`config.mk`:
```
export PLATFORM = sky130hd
export DESIGN_NAME = uart_port
export DESIGN_NICKNAME = d
export VERILOG_FILES = /design/src/rtl/uart_port.sv
export SDC_FILE = /design/constraint.sdc
export NUM_CORES = 1
export LEC_CHECK = 0
export ABC_AREA = 1
export CAP_MARGIN = 0
export CORE_MARGIN = 4
export CORE_UTILIZATION = 40
export DETAILED_ROUTE_END_ITERATION = 7
export SYNTH_ARGS = -nofsm -noshare
export SYNTH_HDL_FRONTEND = slang
export SYNTH_SLANG_ARGS = --single-unit
```
`constraint.sdc`:
```
create_clock -name clk -period 2.3 [get_ports clk]
set_clock_uncertainty 0.1 [all_clocks]
set_input_delay 0.575 -clock clk [delete_from_list [all_inputs] [get_ports clk]]
set_output_delay 0.575 -clock clk [all_outputs]
set_load 0.01 [all_outputs]
```
`src/rtl/uart_port.sv`:
```
// 8N1 UART with a CPU read/write handshake and an optional receive FIFO.
// Define UART_PORT_RX_FIFO_EN for an RX_DEPTH-entry FIFO; otherwise RX storage is one holding register.
//
// state | meaning
// IDLE  | line idle, waiting for a byte (TX) or a start edge (RX)
// START | start bit (RX: validated at its midpoint)
// DATA  | 8 data bits, LSB first
// STOP  | stop bit
module uart_port #(
   parameter int CLKS_PER_BIT = 434,
   parameter int RX_DEPTH     = 8
) (
   input  logic       clk,
   input  logic       reset,
   input  logic       uartReadReq,
   output logic       uartReadAck,
   output logic [7:0] uartReadData,
   input  logic       uartWriteReq,
   input  logic [7:0] uartWriteData,
   output logic       uartWriteReady,
   input  logic       rxd,
   output logic       txd,
   output logic       rxErr,
   output logic       rxOverrun
);
   localparam int CNT_W = $clog2(CLKS_PER_BIT);
   localparam logic [CNT_W-1:0] BIT_LAST  = CNT_W'(CLKS_PER_BIT - 1);
   localparam logic [CNT_W-1:0] HALF_LAST = CNT_W'(CLKS_PER_BIT / 2 - 1);
   localparam logic [CNT_W-1:0] CNT_ONE   = CNT_W'(1);
`ifdef UART_PORT_RX_FIFO_EN
   localparam int DEPTH = RX_DEPTH;
   localparam int PTR_W = $clog2(RX_DEPTH);
`else
   localparam int DEPTH = 1;
`endif
   localparam int OCC_W = $clog2(DEPTH + 1);
   localparam logic [OCC_W-1:0] OCC_FULL = OCC_W'(DEPTH);
   localparam logic [OCC_W-1:0] OCC_ONE  = OCC_W'(1);

   typedef enum logic [1:0] {IDLE, START, DATA, STOP} uart_state_t;

   uart_state_t      tx_state, tx_state_nxt;
   logic [CNT_W-1:0] tx_cnt, tx_cnt_nxt;
   logic [2:0]       tx_bit, tx_bit_nxt;
   logic [7:0]       tx_shift, tx_shift_nxt;
   logic             txd_nxt;

   uart_state_t      rx_state, rx_state_nxt;
   logic [CNT_W-1:0] rx_cnt, rx_cnt_nxt;
   logic [2:0]       rx_bit, rx_bit_nxt;
   logic [7:0]       rx_shift, rx_shift_nxt;
   logic [1:0]       rx_sync;
   logic             rx_s, rx_prev, rx_push, rx_err_set;

   logic [OCC_W-1:0] rx_occ;
   logic [7:0]       stored_head, head_data;
   logic             pop, push_ok;

   assign uartWriteReady = (tx_state == IDLE);
   assign rx_s = rx_sync[1];

   always_comb begin
      tx_state_nxt = tx_state;
      tx_cnt_nxt   = tx_cnt;
      tx_bit_nxt   = tx_bit;
      tx_shift_nxt = tx_shift;
      txd_nxt      = 1'b1;
      case (tx_state)
         IDLE: if (uartWriteReq) begin
            tx_state_nxt = START;
            tx_cnt_nxt   = BIT_LAST;
            tx_shift_nxt = uartWriteData;
            txd_nxt      = 1'b0;
         end
         START: begin
            txd_nxt = 1'b0;
            if (tx_cnt == '0) begin
               tx_state_nxt = DATA;
               tx_cnt_nxt   = BIT_LAST;
               tx_bit_nxt   = 3'd7;
               txd_nxt      = tx_shift[0];
            end else tx_cnt_nxt = tx_cnt - CNT_ONE;
         end
         DATA: begin
            txd_nxt = tx_shift[0];
            if (tx_cnt == '0) begin
               tx_cnt_nxt = BIT_LAST;
               if (tx_bit == 3'd0) begin
                  tx_state_nxt = STOP;
                  txd_nxt      = 1'b1;
               end else begin
                  tx_bit_nxt   = tx_bit - 3'd1;
                  tx_shift_nxt = {1'b0, tx_shift[7:1]};
                  txd_nxt      = tx_shift[1];
               end
            end else tx_cnt_nxt = tx_cnt - CNT_ONE;
         end
         STOP: begin
            if (tx_cnt == '0) tx_state_nxt = IDLE;
            else tx_cnt_nxt = tx_cnt - CNT_ONE;
         end
         default: tx_state_nxt = IDLE;
      endcase
   end

   // After a framing error the FSM sits in IDLE; a new frame needs a fresh 1->0 edge.
   always_comb begin
      rx_state_nxt = rx_state;
      rx_cnt_nxt   = rx_cnt;
      rx_bit_nxt   = rx_bit;
      rx_shift_nxt = rx_shift;
      rx_push      = 1'b0;
      rx_err_set   = 1'b0;
      case (rx_state)
         IDLE: if (rx_prev && !rx_s) begin
            rx_state_nxt = START;
            rx_cnt_nxt   = HALF_LAST;
         end
         START: begin
            if (rx_cnt == '0) begin
               if (rx_s) rx_state_nxt = IDLE;
               else begin
                  rx_state_nxt = DATA;
                  rx_cnt_nxt   = BIT_LAST;
                  rx_bit_nxt   = 3'd7;
               end
            end else rx_cnt_nxt = rx_cnt - CNT_ONE;
         end
         DATA: begin
            if (rx_cnt == '0) begin
               rx_shift_nxt = {rx_s, rx_shift[7:1]};
               rx_cnt_nxt   = BIT_LAST;
               if (rx_bit == 3'd0) rx_state_nxt = STOP;
               else rx_bit_nxt = rx_bit - 3'd1;
            end else rx_cnt_nxt = rx_cnt - CNT_ONE;
         end
         STOP: begin
            if (rx_cnt == '0) begin
               rx_state_nxt = IDLE;
               rx_push      = rx_s;
               rx_err_set   = !rx_s;
            end else rx_cnt_nxt = rx_cnt - CNT_ONE;
         end
         default: rx_state_nxt = IDLE;
      endcase
   end

   // An empty store with a push in flight forwards the new byte straight to the reader.
   assign pop       = uartReadReq && !uartReadAck && ((rx_occ != '0) || rx_push);
   assign push_ok   = rx_push && ((rx_occ != OCC_FULL) || pop);
   assign head_data = (rx_occ != '0) ? stored_head : rx_shift;

`ifdef UART_PORT_RX_FIFO_EN
   logic [7:0]       rx_mem [RX_DEPTH];
   logic [PTR_W-1:0] wr_ptr, rd_ptr;

   assign stored_head = rx_mem[rd_ptr];

   always_ff @(posedge clk) begin
      if (push_ok) rx_mem[wr_ptr] <= rx_shift;
   end

   always_ff @(posedge clk or negedge reset) begin
      if (!reset) begin
         wr_ptr <= '0;
         rd_ptr <= '0;
      end else begin
         if (push_ok) wr_ptr <= wr_ptr + PTR_W'(1);
         if (pop)     rd_ptr <= rd_ptr + PTR_W'(1);
      end
   end
`else
   logic [7:0] rx_hold;

   assign stored_head = rx_hold;

   always_ff @(posedge clk or negedge reset) begin
      if (!reset) rx_hold <= '0;
      else if (push_ok) rx_hold <= rx_shift;
   end
`endif

   always_ff @(posedge clk or negedge reset) begin
      if (!reset) begin
         tx_state     <= IDLE;
         tx_cnt       <= '0;
         tx_bit       <= '0;
         tx_shift     <= '0;
         txd          <= 1'b1;
         rx_state     <= IDLE;
         rx_cnt       <= '0;
         rx_bit       <= '0;
         rx_shift     <= '0;
         rx_sync      <= 2'b11;
         rx_prev      <= 1'b1;
         rx_occ       <= '0;
         uartReadAck  <= 1'b0;
         uartReadData <= '0;
         rxErr        <= 1'b0;
         rxOverrun    <= 1'b0;
      end else begin
         tx_state    <= tx_state_nxt;
         tx_cnt      <= tx_cnt_nxt;
         tx_bit      <= tx_bit_nxt;
         tx_shift    <= tx_shift_nxt;
         txd         <= txd_nxt;
         rx_state    <= rx_state_nxt;
         rx_cnt      <= rx_cnt_nxt;
         rx_bit      <= rx_bit_nxt;
         rx_shift    <= rx_shift_nxt;
         rx_sync     <= {rx_sync[0], rxd};
         rx_prev     <= rx_s;
         uartReadAck <= pop;
         if (pop) uartReadData <= head_data;
         rxErr       <= rx_err_set;
         rxOverrun   <= rx_push && !push_ok;
         if (push_ok && !pop)      rx_occ <= rx_occ + OCC_ONE;
         else if (!push_ok && pop) rx_occ <= rx_occ - OCC_ONE;
      end
   end
endmodule
```
==> impl_metrics.csv <==
group,metric,value,unit
finish,nNetsFinal,543,
cts,cts_setup_buffers,0,
power,powerDensity,1140,nW/um^2
place,gp_congestion,0.837,
synthesis,synth_area,3640,um^2
run_status,status,"completed",
synthesis,synth_flop_cell,"dfrtp_1",
sta,slew_violations,0,
floorplanning,dieArea,10700,um^2
sta,fmax,0.483,GHz
global_routing,grt_pass1_wl,12500,um
place,post-place-ws,149,ps
job,max-cap-violations,0,
global_routing,antenna_found_initial,0,
cts,hold_buffers,0,
cts,h-tree-depth,3,
worst_setup_path,critPathKind,"flip-flop to flip-flop",
routing,route.detailed.drc,0,
synthesis,syn_nets,504,
power,p_clk_frac,0.227,
synthesis,synth-seq-area-share,0.468,
worst_setup_path,slowest_stage,"dfrtp_1",
finish,drive_gt1_frac,0.0962,
sta,worst_slew_pin_slew,458,ps
cts,cts_tree,"yes",
global_routing,grt_start_max_net_pins,69,
finish,area_growth,17.8,%
power,ir_worst_vdd,358,uV
cts,cts_buffers,9,
finish,antenna_cells,0,
routing,routed_via_density,4.84,
synthesis,synth_edf_count,0,
global_routing,grt_pass1_vias,2887,
power,switching_power,2.02,mW
power,combPwrFrac,0.425,
hold_path,hold_path.class,"primary input to async pin",
synthesis,ys_ff_latch,68,
routing,ant_nets,0,
synthesis,synth_cells,476,
routing,drtIter0Drc,86,
power,p_leak,2.20,nW
floorplanning,core_area,8810,um^2
finish,layout_common_cells,"nand2_1, dfrtp_1, inv_1",
floorplanning,io_pins,26,
sta,grt_setup_unrepaired,"no",
synthesis,ys_types,28,
place,dp_hpwl,5140,um
finish,final_common_cell,"nand2_1",
power,p_int,2.89,mW
cts,post_cts_resized,2,
power,seqPwrFrac,0.348,
floorplanning,die_x,103,um
floorplanning,initial_utilization,0.414,
worst_setup_path,start_kind,"flip-flop",
routing,wire_per_inst,11.5,um
floorplanning,die_y,103,um
global_routing,overflow,0,
power,power.total,4.90,mW
routing,vias,3042,
worst_setup_path,cp.required,2440,ps
worst_setup_path,endpoint_kind,"flip-flop",
sta,finalCritPeriodShare,0.901,
floorplanning,rows,34,
cts,clock-sinks,68,
worst_setup_path,crit_top_cell,"nand2_1",
global_routing,grt_usage,0.147,
routing,drt_wl_total,7200,um
power,switching_share,0.411,
synthesis,yosys_warnings,0,
cts,clockBufferDepth,2,
synthesis,synth_area_leader_cell,"dfrtp_1",
place,io_buffers,25,
synthesis,synth_top_area_share,0.440,
sta,fin_setup_tns,0,ps
sta,fin_ws,228,ps
sta,timing.final.hold_violations,0,
worst_setup_path,cp_cell_sequence,"inv_1, ha_1, nand2_2, nor2_4, nand2_1, buf_4, a21boi_1, nand2_1, nand2_1, nand2_1",
cts,path_clk_slew,80,ps
synthesis,syn_area_per_cell,7.65,um^2
worst_setup_path,worstPathMaxFanout,6,
worst_setup_path,arrival,2220,ps
worst_setup_path,slowest_delay,390,ps
sta,finalSetupViolations,0,
cts,clock_latency,350,ps
synthesis,synthArstFlopShare,1.00,
cts,root_buffer,"clkbuf_8",
routing,drt-pass1-iter-count,4,
sta,min_period,2070,ps
synthesis,synth_area_leaders,"dfrtp_1, nand2_1, nand3_1",
sta,max-slew-margin-rel,0.695,
-- critical path: cells and delay by family (launching register included) --
kind                     cells  cell delay [ps]
AND/OR/NAND/NOR              6              680
AO/OA/AOI/OAI                1              190
buffers and inverters        2              380
flip-flops                   1              390
adder cells (fa/ha/maj)      1              220
-- registers in the layout (all words and copies together), names as in the netlist, 2 cells and up, named ones only --
register and count:
tx_state 2, tx_cnt 9, uartReadData 8, tx_bit 3, tx_shift 8, rx_bit 3
rx_shift 8, rx_cnt 9, rx_hold 8, rx_sync 2
-- power by group through the flow --
stage          logic [mW]  registers (mW)  clock network [mW]
6_report             2.08            1.70                1.11
5_1_grt              2.41            1.74                1.20
4_1_cts              2.10            1.70                1.15
3_5_place_dp         2.09            1.72                   0
3_3_place_gp         2.06            1.72                   0
2_1_floorplan        1.61            1.68                   0
-- layer usage --
layer	global-route usage	routed length, um	up-vias
met4	0.0608	117	0
met2	0.235	3310	45
li1	-	-	1583
met1	0.194	3530	1404
met5	0	0	-
met3	0.0302	236	10
-- synth_stat cells (2+ instances only) --
cell type / number
o21ai_0: 35
xor2_1: 3
nor2_2: 4
nand3_1: 42
nand2_1: 157
inv_1: 55
nand3b_1: 2
dfstp_2: 4
o21ai_1: 5
a21oi_1: 15
inv_2: 3
o21bai_1: 2
ha_1: 15
nor2_1: 40
buf_6: 3
nand4_1: 4
nor2_4: 2
xnor2_1: 2
clkbuf_1: 4
dfrtp_1: 64
nor3_1: 4
nand2_2: 5
-- through the flow --
stage,std cells,utilization,hold WS (ps),area [um^2]
floorplan,476,-,179,3640
global placement,612,0.462,245,4070
detailed placement,612,0.462,249,4070
CTS,628,0.487,138,4290
global route,628,0.487,147,4290
finish,628,0.487,122,4290
-- kinds of logic after synthesis --
logic type	share of synthesized area
AOI/OAI and AO/OA	0.0883
buffers and inverters	0.0745
xor gates and xnor gates	0.0120
and+or+nand+nor	0.305
adders and majority gates	0.0515
DFF	0.468
-- final cells by class --
class                           instances  area [um^2]
Sequential cell                        68         1710
Multi-Input combinational cell        342         1670
Tap cell                              108          135
Fill cell                             879         4520
Clock inverter                          7          100
Clock buffer                            9          124
Timing Repair Buffer                   36          339
Inverter                               58          218
-- final timing paths --
check	end	slack, ps	from	depth (start not counted)
setup / recovery	tx_state[0]	230	tx_cnt[0]	10
hold / removal	tx_shift[5]	120	reset	2
setup reg to reg	tx_state[0]	230	tx_cnt[0]	10
hold reg to reg	rx_sync[1]	260	rx_sync[0]	0
max in group asynchronous	txd	1630	reset	2
min in group clk	rx_sync[1]	260	rx_sync[0]	0
Note: power is estimated with default switching activity, not from simulation.
